[src/rtl/ifu_pkg.sv]
// Shared types and defaults for the instruction-fetch stage and its fetch queue.
package ifu_pkg;

  localparam logic [31:0] PC_RESET_DEF = 32'h1c000000;
  localparam int          INST_W       = 32;

  typedef struct packed {
    logic [31:0]       pc;
    logic [INST_W-1:0] inst;
    logic              filled;
  } fq_entry_t;

  // Pointers carry one wrap bit above the index so full and empty are distinguishable.
  function automatic int cnt_width(input int depth);
    return $clog2(depth) + 1;
  endfunction

endpackage

[src/rtl/ifu_fetch_queue.sv]
// In-order fetch queue: entries allocated at request handshake, filled by response, popped by IDU.
// Zero-latency status outputs; callers must not alloc when full, fill when nothing unfilled, or pop when head unfilled.
module ifu_fetch_queue
  import ifu_pkg::*;
#(
  parameter int DEPTH = 4,
  parameter int CNT_W = cnt_width(DEPTH)
) (
  input  logic              clk,
  input  logic              resetn,
  input  logic              flush,
  input  logic              alloc,
  input  logic [31:0]       alloc_pc,
  input  logic              fill,
  input  logic [INST_W-1:0] fill_inst,
  input  logic              pop,
  output fq_entry_t         head,
  output logic              head_filled,
  output logic [CNT_W-1:0]  occupancy,
  output logic [CNT_W-1:0]  unfilled,
  output logic [CNT_W-1:0]  filled
);

  localparam int IDX_W = CNT_W - 1;

  fq_entry_t        mem [DEPTH];
  logic [CNT_W-1:0] alloc_ptr;
  logic [CNT_W-1:0] fill_ptr;
  logic [CNT_W-1:0] pop_ptr;

  always_ff @(posedge clk or negedge resetn) begin
    if (!resetn) begin
      alloc_ptr <= '0;
      fill_ptr  <= '0;
      pop_ptr   <= '0;
      for (int i = 0; i < DEPTH; i++) begin
        mem[i] <= '0;
      end
    end else if (flush) begin
      alloc_ptr <= '0;
      fill_ptr  <= '0;
      pop_ptr   <= '0;
    end else begin
      // alloc targets a free slot and fill an allocated one, so the two never collide
      if (alloc) begin
        mem[alloc_ptr[IDX_W-1:0]].pc     <= alloc_pc;
        mem[alloc_ptr[IDX_W-1:0]].inst   <= '0;
        mem[alloc_ptr[IDX_W-1:0]].filled <= 1'b0;
        alloc_ptr                        <= alloc_ptr + 1'b1;
      end
      if (fill) begin
        mem[fill_ptr[IDX_W-1:0]].inst   <= fill_inst;
        mem[fill_ptr[IDX_W-1:0]].filled <= 1'b1;
        fill_ptr                        <= fill_ptr + 1'b1;
      end
      if (pop) begin
        pop_ptr <= pop_ptr + 1'b1;
      end
    end
  end

  assign head        = mem[pop_ptr[IDX_W-1:0]];
  assign head_filled = (fill_ptr != pop_ptr);
  assign occupancy   = alloc_ptr - pop_ptr;
  assign unfilled    = alloc_ptr - fill_ptr;
  assign filled      = fill_ptr - pop_ptr;

endmodule

[src/rtl/ifu_prefetch.sv]
// Prefetching fetch stage: up to DEPTH requests in flight or buffered; fs_valid one cycle after data_ok.
// Requests held stable until addr_ok; issue stalls when buffered+outstanding hits DEPTH. IFU_PERF_CNT_EN adds perf counters.
module ifu_prefetch
  import ifu_pkg::*;
#(
  parameter logic [31:0] PC_RESET = PC_RESET_DEF,
  parameter int          DEPTH    = 4,
  parameter int          CNT_W    = cnt_width(DEPTH)
) (
  input  logic              clk,
  input  logic              resetn,
  output logic              inst_req,
  output logic [31:0]       inst_addr,
  input  logic              inst_addr_ok,
  input  logic              inst_data_ok,
  input  logic [INST_W-1:0] inst_rdata,
  input  logic              br_taken,
  input  logic [31:0]       br_target,
  output logic              fs_valid,
  output logic [INST_W-1:0] fs_inst,
  output logic [31:0]       fs_pc,
  input  logic              ds_allow_in
`ifdef IFU_PERF_CNT_EN
  ,
  output logic [31:0]       perf_fetch_cnt,
  output logic [31:0]       perf_drop_cnt
`endif
);

  localparam logic [CNT_W-1:0] DEPTH_C = CNT_W'(DEPTH);
  localparam logic [CNT_W:0]   DEPTH_X = (CNT_W+1)'(DEPTH);

  logic             issue_en;
  logic [31:0]      fetch_pc;
  logic [31:0]      redirect_pc;
  logic             redirect_pend;
  logic [CNT_W-1:0] cancel_cnt;
  logic [CNT_W-1:0] cancel_nxt;

  fq_entry_t        head;
  logic             head_filled;
  logic [CNT_W-1:0] occupancy;
  logic [CNT_W-1:0] unfilled;
  logic [CNT_W-1:0] filled;

  logic             hs;
  logic             hs_wrong;
  logic             alloc;
  logic             resp_drop;
  logic             fill;
  logic             pop;
  logic [CNT_W:0]   budget;

  // Cancelled responses still occupy bus slots, so they count against capacity.
  assign budget    = {1'b0, cancel_cnt} + {1'b0, occupancy};
  assign inst_req  = issue_en && (occupancy < DEPTH_C) && (budget < DEPTH_X);
  assign inst_addr = fetch_pc;

  assign hs        = inst_req && inst_addr_ok;
  assign hs_wrong  = hs && (redirect_pend || br_taken);
  assign alloc     = hs && !hs_wrong;
  assign resp_drop = inst_data_ok && (cancel_cnt != '0);
  assign fill      = inst_data_ok && !resp_drop;
  assign pop       = head_filled && ds_allow_in;

  always_comb begin
    cancel_nxt = cancel_cnt - CNT_W'(resp_drop) + CNT_W'(hs_wrong);
    // on flush every entry still waiting for data becomes a response to discard
    if (br_taken) begin
      cancel_nxt = cancel_nxt + unfilled - CNT_W'(fill);
    end
  end

  always_ff @(posedge clk or negedge resetn) begin
    if (!resetn) begin
      issue_en      <= 1'b0;
      fetch_pc      <= PC_RESET;
      redirect_pc   <= '0;
      redirect_pend <= 1'b0;
      cancel_cnt    <= '0;
    end else begin
      issue_en   <= 1'b1;
      cancel_cnt <= cancel_nxt;
      if (br_taken) begin
        // a raised request is never withdrawn; park the target until it is accepted
        if (inst_req && !inst_addr_ok) begin
          redirect_pend <= 1'b1;
          redirect_pc   <= br_target;
        end else begin
          redirect_pend <= 1'b0;
          fetch_pc      <= br_target;
        end
      end else if (hs) begin
        redirect_pend <= 1'b0;
        fetch_pc      <= redirect_pend ? redirect_pc : fetch_pc + 32'd4;
      end
    end
  end

  ifu_fetch_queue #(
    .DEPTH (DEPTH),
    .CNT_W (CNT_W)
  ) u_fq (
    .clk         (clk),
    .resetn      (resetn),
    .flush       (br_taken),
    .alloc       (alloc),
    .alloc_pc    (fetch_pc),
    .fill        (fill),
    .fill_inst   (inst_rdata),
    .pop         (pop),
    .head        (head),
    .head_filled (head_filled),
    .occupancy   (occupancy),
    .unfilled    (unfilled),
    .filled      (filled)
  );

  assign fs_valid = head_filled;
  assign fs_inst  = head.inst;
  assign fs_pc    = head.pc;

`ifdef IFU_PERF_CNT_EN
  logic [CNT_W-1:0] flush_filled;

  // entries holding data at the flush edge, minus the one IDU takes in that cycle
  assign flush_filled = filled + CNT_W'(fill) - CNT_W'(pop);

  always_ff @(posedge clk or negedge resetn) begin
    if (!resetn) begin
      perf_fetch_cnt <= '0;
      perf_drop_cnt  <= '0;
    end else begin
      perf_fetch_cnt <= perf_fetch_cnt + 32'(pop);
      perf_drop_cnt  <= perf_drop_cnt + 32'(resp_drop)
                        + (br_taken ? 32'(flush_filled) : 32'd0);
    end
  end
`endif

  a_no_orphan_resp: assert property (@(posedge clk) disable iff (!resetn)
    inst_data_ok |-> (cancel_cnt != '0 || unfilled != '0));

  a_req_stable: assert property (@(posedge clk) disable iff (!resetn)
    (inst_req && !inst_addr_ok) |=> (inst_req && $stable(inst_addr)));

endmodule
[config.mk]
export PLATFORM = sky130hd
export DESIGN_NAME = ifu_prefetch
export DESIGN_NICKNAME = d
export VERILOG_FILES = /design/src/rtl/ifu_pkg.sv /design/src/rtl/ifu_fetch_queue.sv /design/src/rtl/ifu_prefetch.sv
export SDC_FILE = /design/constraint.sdc
export NUM_CORES = 1
export LEC_CHECK = 0
export ABC_AREA = 1
export CELL_PAD_IN_SITES_DETAIL_PLACEMENT = 1
export CELL_PAD_IN_SITES_GLOBAL_PLACEMENT = 2
export CORE_MARGIN = 2
export CORE_UTILIZATION = 34
export CTS_CLUSTER_SIZE = 12
export DETAILED_ROUTE_END_ITERATION = 6
export DONT_BUFFER_PORTS = 1
export GPL_ROUTABILITY_DRIVEN = 0
export GPL_TIMING_DRIVEN = 0
export HOLD_SLACK_MARGIN = 0.1
export PLACE_DENSITY_LB_ADDON = 0.1
export SYNTH_ARGS = -nofsm -noshare
export SYNTH_HDL_FRONTEND = slang
export SYNTH_SLANG_ARGS = --single-unit
[constraint.sdc]
create_clock -name clk -period 5.58 [get_ports clk]
set_input_delay 1.674 -clock clk [delete_from_list [all_inputs] [get_ports clk]]
set_output_delay 1.674 -clock clk [all_outputs]
set_load 0.01 [all_outputs]
==> run summary, run 1 <==
Outcome = finished, final reports clean
Initial antenna violation count = 1
CTS Root Cell = clkbuf_16
CP max FO = 10
Combinational Power Share = 39.9%
Vias in the first global route = 18,203
Cells after DPL = 3,179
IO Port Bufs = 0
NetSw = 5.007 mW
Clk sinks = 334
Vias per cell = 5.317
GR Overflow Total = 0
Total negative slack = 0 ns
Startpoint Class = register
Die Span Y = 235.8 um
Worst-path clk slew = 0.06 ns
Top cells by area, synth = dfrtp_1 45%, nand2_1 13%, a21oi_1 8.0%, nor2_1 6.8%, o21ai_0 5.7%
Distinct cell type count after synthesis = 41
Power density cells = 536.9 nW/um^2
Clock share of power = 25.4%
Fin. Hold Viols = 0
Num CTS Buffers = 44
Critical path's slowest cell = fa_1
Crit share post-route = 94.51%
Area of the multi-input gates = 8173 sq um
Setup Skew = 0.01824 ns
CTS tree = yes
Initial Util = 34.57%
Cell Int Power = 6.069 mW
Fraction of layout cells with a size suffix above 1 = 7.612%
Crit path buf inv count = 6
Fin nets = 2,634
Clock buffer depth = 3
Cell count after synthesis = 2,491
FF+latch area = 8366 sq um
Total die area = 55,620 sq um
DRC Markers = 0
Gr usage total = 27.17%
Dpl hpwl = 55.55 mm
Sequential area share after synthesis = 45.76%
Tightest Hold Check Type = reg2reg
Final core occ = 39.02%
Global-route wire length before repair = 114.9 mm
CP max stage delay = 0.57 ns
Clk Latency, worst-skew pair = 0.59 ns
Hold_buf cts = 0
WS Path Type = reg2reg
Worst Path Required = 6.04 ns
Syn_area_per_cell = 7.336 sq um
Slew HR = 40.54%
Yosys top cell by area = dfrtp_1
Die X = 235.8 um
Ant diodes = 0
DRT iter0 DRCs = 987
Max-cap violations = 0
Number of cells in the finished layout apart from fillers = 3,263
Via Count = 17,349
Post-Syn Nets = 2,583
Seq pwr share = 34.7%
Synth warn = 0
Crit path max-delay family = adder cells
Element type at the critical path end = register
Synthesized area = 18,280 sq um
FILL cells = 6,530
Worst-margin pin slew = 0.8918 ns
Worst Path Arrival = 5.74 ns
Share of the synthesized area in the top cell type = 45.32%
#FFs+latches synth = 334
Area delta synth->final = 12.89%
Pins Over Slew Limit = 0
Largest net degree at the start of global routing = 335
Fmax = 0.1896 GHz
Drt wl/cell = 23.23 um
Core area = 52,870 sq um
Max VDD drop = 0.0002470 V
Switching share of total power = 45.21%
# setup viols final = 0
DRT Wirelength = 75.80 mm
I/O Pins = 168
Leak = 10.12 nW
ANT nets after route = 0
# H-tree levels = 2
First-pass DRT Iterations = 5
Final min period = 5.274 ns
# rows = 84
per-stage QoR:
step / instance area, sq um / total power, mW / hold slack [ns] / setup WS [ns]
after floorplan: 18280 / 6.547 / 0.4437 / 0.4054
after detailed placement: 19140 / 8.238 / 0.4612 / -0.9461
after global routing: 20630 / 11.88 / 0.4999 / -0.01842
final: 20630 / 11.08 / 0.4725 / 0.3064
after CTS: 20570 / 11.10 / 0.4775 / 0.03815
after global placement: 19140 / 8.044 / 0.4576 / -0.8093
per-layer routing:
metal | global-route usage (%) | vias to the layer above | wire length (um) | share of wire [%]
met5 | 0 | - | 0 | 0
met4 | 10.35 | 0 | 2742 | 3.6
met3 | 4.833 | 121 | 3611 | 4.8
met2 | 46.06 | 363 | 36850 | 49
met1 | 34.47 | 8731 | 32600 | 43
li1 | - | 8134 | - | -
what timing repair did:
| item | in CTS | in global routing |
|---|---|---|
| endpoints found under the setup margin | 4 | 1 |
| pin swaps | 1 | 9 |
| buffers inserted | 2 | 4 |
| gates resized for setup | 5 | 14 |
final cells by class:
type | instances | area share (%)
buffer | 159 | 4.415
clock buffer | 70 | 6.441
clock inverter | 9 | 0.3882
inverter | 229 | 4.197
multi-input combinational | 1768 | 39.62
sequential | 334 | 40.55
tap | 688 | 4.173
timing repair buffer | 6 | 0.2183
final timing paths:
| kind | slack, ns | from | depth (start not counted) | end |
|---|---|---|---|---|
| worst max-delay path | 0.31 | u_fq.pop_ptr[1] | 28 | cancel_cnt[2] |
| worst min-delay path | 0.47 | register | 2 | register |
| worst max register to register | 0.31 | u_fq.pop_ptr[1] | 28 | cancel_cnt[2] |
| worst min register to register | 0.47 | register | 2 | register |
| max in group asynchronous | 4.05 | resetn | 0 | inst_addr[25] |
| min in group asynchronous | 0.80 | resetn | 0 | u_fq.mem[24] |
Yosys cell counts:
master / n
ha_1: 17
nand3_4: 1
inv_2: 4
o211ai_1: 2
nand2_2: 3
o21ai_0: 208
a21boi_0: 1
dfrtp_1: 331
clkinv_1: 1
buf_4: 1
a211oi_1: 1
o21bai_1: 1
nand4_2: 3
fa_1: 5
o21ai_2: 26
nand4_4: 1
o22ai_1: 64
o21ai_1: 93
nand3_1: 35
nand3b_1: 2
o221ai_1: 2
buf_6: 35
nor3_1: 3
buf_2: 29
conb_1: 1
inv_1: 223
nand2_1: 656
buf_1: 5
nand2_4: 1
nor2_8: 1
a21oi_1: 292
nand4_1: 2
nor2_1: 332
dfstp_2: 3
a31oi_1: 1
clkbuf_1: 90
xor2_1: 6
a22oi_1: 2
nand3_2: 1
inv_4: 1
xnor2_1: 5
power by group through the flow:
stage               logic [mW]  registers [mW]  clock network, mW
floorplan                 2.92            3.62                  0
global placement          4.21            3.83                  0
detailed placement        4.36            3.88                  0
CTS                       4.39            3.84               2.88
global route              4.95            3.95               2.97
finish                    4.41            3.85               2.82
cell usage in the layout (no fill, tap or decap), types with 34 or more instances in the layout:
cell | Yosys | routed
dfrtp_1 | 331 | 328
o22ai_1 | 64 | 64
nand3_1 | 35 | 34
inv_1 | 223 | 220
clkbuf_1 | 90 | 101
o21ai_0 | 208 | 207
nor2_1 | 332 | 330
nand2_1 | 656 | 656
o21ai_1 | 93 | 94
buf_6 | 35 | 35
clkbuf_16 | 0 | 44
a21oi_1 | 292 | 292
logic make-up after synthesis:
| group | Yosys count | synth area share [%] |
|---|---|---|
| xor gates and xnor gates | 11 | 0.5272 |
| AOI/OAI and AO/OA | 693 | 20.09 |
| DFF | 334 | 45.76 |
| adders and majority gates | 22 | 1.712 |
| buffers and inverters | 389 | 9.660 |
| and+or+nand+nor | 1041 | 22.23 |
| other | 1 | 0.02052 |
worst min-delay path, stage by stage, from the launching register on:
cell	delay [ns]
dfrtp_1	0.34
nand2_1	0.05
nand2_1	0.05
(Power assumes the default switching activity.)
==> run 2: changes to the inputs <==
--- a/config.mk
+++ b/config.mk
@@ -8,7 +8,7 @@
 export ABC_AREA = 1
 export CELL_PAD_IN_SITES_DETAIL_PLACEMENT = 1
 export CELL_PAD_IN_SITES_GLOBAL_PLACEMENT = 2
-export CORE_MARGIN = 2
+export CORE_MARGIN = 5
 export CORE_UTILIZATION = 34
 export CTS_CLUSTER_SIZE = 12
 export DETAILED_ROUTE_END_ITERATION = 6
==> run 2 against run 1 <==
Against the previous run: clock-buffer cell count down 2; first-iteration DRC count is 5.3% lower; final cell count rose by 0.37%; die area grew 5.2%; sequential power about the same; maximum frequency is essentially flat; combinational power about the same; power rose by 0.84%; critical endpoint unchanged.
==> run summary, run 2 (synthesis gave the netlist of run 1 again) <==
I/O Pins = 168
Drt wl/cell = 23.35 um
Worst-margin pin slew = 0.9074 ns
Tightest Hold Check Type = reg2reg
Leak = 10.16 nW
ANT nets after route = 0
WS Path Type = reg2reg
Clock buffer depth = 3
DRT Wirelength = 76.47 mm
Post-DP Area = 19,150 sq um
DRC Markers = 0
Gr usage total = 25.52%
Critical Path Source = u_fq.pop_ptr[1]
GR Overflow Total = 0
Fmax = 0.1898 GHz
# rows = 85
Slew HR = 39.51%
Dpl hpwl = 56.22 mm
Startpoint Class = register
Crit path max-delay family = adder cells
Worst Path Required = 6.05 ns
Clk sinks = 334
Number of cells in the finished layout apart from fillers = 3,275
RSZ-0062 raised after global routing = no
Core area = 53,500 sq um
Critical path's slowest cell = fa_1
Final hold slack = 0.4784 ns
Num CTS Buffers = 44
FF+latch area = 8366 sq um
Fraction of layout cells with a size suffix above 1 = 7.680%
Setup Skew = 0.02214 ns
CP max FO = 4
Crit share post-route = 94.43%
Max-cap violations = 0
Global-route wire length before repair = 115.7 mm
Outcome = finished, final reports clean
Fin nets = 2,636
Die Span Y = 241.8 um
Max VDD drop = 0.0002511 V
Total negative slack = 0 ns
Worst-path clk slew = 0.06 ns
# H-tree levels = 2
Vias per cell = 5.284
Fin. Hold Viols = 0
Metal-1 WL = 32.72 mm
Most frequent cells in the layout = 656 x nand2_1, 330 x nor2_1, 328 x dfrtp_1
CP max stage delay = 0.52 ns
Cells after DPL = 3,187
Die X = 241.8 um
Total die area = 58,490 sq um
Met3 WL = 3.621 mm
CTS Root Cell = clkbuf_16
Commonest non-fill, non-tap cell in the layout = nand2_1
Worst slack at placement = -1.032 ns
Area of the multi-input gates = 8170 sq um
Clk Latency, worst-skew pair = 0.60 ns
Initial Util = 34.16%
Met2 Wirelength = 37.20 mm
Vias in the first global route = 18,622
IO Port Bufs = 0
Largest net degree at the start of global routing = 335
FILL cells = 6,664
Final min period = 5.269 ns
Crit path buf inv count = 6
DRT iter0 DRCs = 935
Element type at the critical path end = register
Worst Path Arrival = 5.74 ns
First-pass DRT Iterations = 5
Initial antenna violation count = 2
Pins Over Slew Limit = 0
Power density cells = 539.6 nW/um^2
# setup viols final = 0
Most frequent CP cell = ha_1
Final critical-path setup slack = 0.3109 ns
Design Area, Final = 20,700 sq um
FF-to-FF Start = u_fq.pop_ptr[1]
Top layer in use = met4
CTS tree = yes
Area delta synth->final = 13.27%
Via Count = 17,304
run 2: metrics by stage:
| stage | power, mW | utilization (%) |
|---|---|---|
| after global routing | 11.96 | 38.69 |
| after global placement | 8.062 | 35.79 |
| after detailed placement | 8.265 | 35.79 |
| after floorplan | 6.547 | - |
| after CTS | 11.25 | 38.57 |
| final | 11.17 | 38.69 |
run 2: final timing paths:
check	endpoint	slack (ns)	cells past startpoint
hold / removal	register	0.48	2
setup / recovery	cancel_cnt[2]	0.31	28
max in group asynchronous	async pin	4.26	0
setup reg to reg	cancel_cnt[2]	0.31	28
hold reg to reg	register	0.48	2
min in group asynchronous	u_fq.mem[24]	0.79	0
run 2: final cells by class:
class / instances / share of cell area, %
clock inverter: 12 / 0.6891
timing repair buffer: 8 / 0.2901
buffer: 159 / 4.400
tap: 696 / 4.207
multi-input combinational: 1768 / 39.47
sequential: 334 / 40.41
antenna: 1 / 0.01209
clock buffer: 68 / 6.335
inverter: 229 / 4.183
run 2: power breakdown:
part	switching (mW)	internal, mW
Combinational	3.11	1.32
Clock	1.18	1.71
Sequential	0.726	3.12
Total	5.02	6.15
run 2: metal layers:
layer	vias to the layer above	GRT usage, %
li1	8124	-
met1	8701	32.19
met2	350	43.84
met3	129	4.980
met4	0	9.047
met5	-	0
run 2: worst min-delay path: stages (launching register included):
cell	delay (ns)
dfrtp_1	0.34
nand2_1	0.06
o21ai_2	0.05
run 2: repair_timing:
| action | 4_1_cts | 5_1_grt |
|---|---|---|
| gates resized for setup | 7 | 9 |
| pin swaps | 1 | 1 |
| buffers inserted | 2 | 6 |
| hold buffers | 0 | 0 |
| endpoints found under the hold margin | 0 | 0 |
| setup endpoints to repair | 4 | 1 |
==> run 3: changes to the inputs <==
--- a/config.mk
+++ b/config.mk
@@ -6,10 +6,10 @@
 export NUM_CORES = 1
 export LEC_CHECK = 0
 export ABC_AREA = 1
-export CELL_PAD_IN_SITES_DETAIL_PLACEMENT = 1
-export CELL_PAD_IN_SITES_GLOBAL_PLACEMENT = 2
+export CELL_PAD_IN_SITES_DETAIL_PLACEMENT = 0
+export CELL_PAD_IN_SITES_GLOBAL_PLACEMENT = 1
 export CORE_MARGIN = 5
-export CORE_UTILIZATION = 34
+export CORE_UTILIZATION = 43
 export CTS_CLUSTER_SIZE = 12
 export DETAILED_ROUTE_END_ITERATION = 6
 export DONT_BUFFER_PORTS = 1
==> run 3 against run 2 <==
Against the previous run: sequential cell count stayed put; combinational power is 4.7% lower; clock-buffer cell count is 3 lower; cell area is 2.0% lower; largest cell class unchanged; largest power group unchanged.
==> run summary, run 3 (synthesis gave the netlist of run 1 again) <==
# setup viols final = 0
Slew HR = 16.69%
# H-tree levels = 2
Drt wl/cell = 21.48 um
Global-route wire length before repair = 102.1 mm
Worst Path Required = 6.02 ns
Tightest Hold Check Type = reg2reg
DRC Markers = 0
Initial Util = 43.47%
FILL cells = 4,332
Clk sinks = 334
Final critical-path setup slack = 0.2110 ns
Design Area, Final = 20,280 sq um
Clk Latency, worst-skew pair = 0.57 ns
Die Span Y = 216.2 um
Clock buffer depth = 3
Post-DP Area = 18,950 sq um
Dpl hpwl = 48.50 mm
IO Port Bufs = 0
Gr usage total = 27.91%
WS Path Type = reg2reg
Commonest non-fill, non-tap cell in the layout = nand2_1
Core area = 42,040 sq um
Initial antenna violation count = 0
DRT iter0 DRCs = 1,763
Total die area = 46,720 sq um
Max-cap violations = 0
CTS tree = yes
Worst R2R Path Depth = 27
Area delta synth->final = 10.95%
Largest net degree at the start of global routing = 335
CTS Root Cell = clkbuf_16
Hold path depth = 2
Design Power = 10.62 mW
Worst slack at placement = -0.8671 ns
# rows = 75
Final hold slack = 0.4732 ns
Vias per cell = 5.536
Setup Skew = 0.01669 ns
Fmax = 0.1863 GHz
Fin nets = 2,630
Die X = 216.2 um
Worst-path clk slew = 0.06 ns
DRT Wirelength = 66.77 mm
Vias in the first global route = 16,979
Ant diodes = 0
Max VDD drop = 0.0002364 V
Fraction of layout cells with a size suffix above 1 = 7.123%
Crit share post-route = 96.22%
Element type at the critical path end = register
Via Count = 17,206
Pins Over Slew Limit = 0
Leak = 10.05 nW
GR Overflow Total = 0
Power density cells = 523.6 nW/um^2
CP max FO = 10
Outcome = finished, final reports clean
First-pass DRT Iterations = 6
ANT nets after route = 0
RSZ-0062 raised after global routing = no
Most frequent cells in the layout = 656 x nand2_1, 331 x nor2_1, 328 x dfrtp_1
Num CTS Buffers = 40
Hold_buf cts = 0
Final min period = 5.369 ns
Worst Path Arrival = 5.81 ns
Startpoint Class = register
Worst-margin pin slew = 1.250 ns
Total negative slack = 0 ns
I/O Pins = 168
Fin. Hold Viols = 0
## run 3: cell types whose count changed in the layout (fill, tap and decap cells not counted), moves of 2 or more
cell	delta
clkbuf_16	-3
buf_4	-2
bufinv_16	-2
clkbuf_1	+2
clkbuf_8	-2
## run 3: final timing paths
check,startpoint,slack (ns),end
min reg2reg,register,0.47,register
max,u_fq.pop_ptr[1],0.21,cancel_cnt[2]
max reg2reg,u_fq.pop_ptr[1],0.21,cancel_cnt[2]
min in group asynchronous,resetn,0.81,u_fq.mem[25]
max in group asynchronous,resetn,3.75,u_fq.mem[205]
min,register,0.47,register
## run 3: stage by stage
step,instances,util (%)
global route,3108,48.23
global placement,3030,45.07
floorplan,2491,-
detailed placement,3030,45.07
CTS,3104,48.14
finish,3108,48.23
## run 3: metal layers
layer | up-vias | part of all wire (%) | track usage, %
li1 | 8113 | - | -
met1 | 8407 | 42 | 35.95
met2 | 570 | 48 | 47.69
met3 | 116 | 6.6 | 5.107
met4 | 0 | 3.3 | 9.434
met5 | - | 0 | 0
## run 3: area by class of cell
cell class | count | area (sq um) | area share, %
buffer | 159 | 907.1 | 4.474
clock buffer | 65 | 1216 | 5.998
inverter | 229 | 865.8 | 4.270
timing repair buffer | 6 | 45.04 | 0.2221
clock inverter | 8 | 50.05 | 0.2468
sequential | 334 | 8366 | 41.26
tap | 539 | 674.4 | 3.326
multi-input combinational | 1768 | 8153 | 40.21
## run 3: report_power, final
part           total [mW]  leakage (nW)  switching [mW]  internal [mW]
combinational        4.22          5.45            2.94           1.28
clock                2.57         0.622            1.08           1.49
sequential           3.83          3.98           0.706           3.12
## run 3: what timing repair did
action,CTS,global route
hold endpoints to repair,0,0
setup buffers,2,4
gates resized for setup,5,6
setup endpoints to repair,3,1
pin swaps,1,0
## run 3: worst max-delay path: stages, from the launching register on
cell and delay (ns):
dfrtp_2 0.42, clkinvlp_4 0.16, buf_6 0.18, fa_2 0.39, inv_1 0.08, nand2_1 0.06
nand3_1 0.14, nand2_4 0.08, ha_1 0.27, nor2_1 0.14, nand2_1 0.08, nor2_2 0.12
nand3_2 0.10, inv_1 0.10, nand2_1 0.09, ha_1 0.31, inv_1 0.04, ha_1 0.28
inv_1 0.06, fa_1 0.53, xor2_1 0.19, ha_1 0.27, ha_1 0.20, fa_1 0.37
xnor2_1 0.16, a21oi_1 0.15, o21ai_0 0.12, xor2_1 0.15
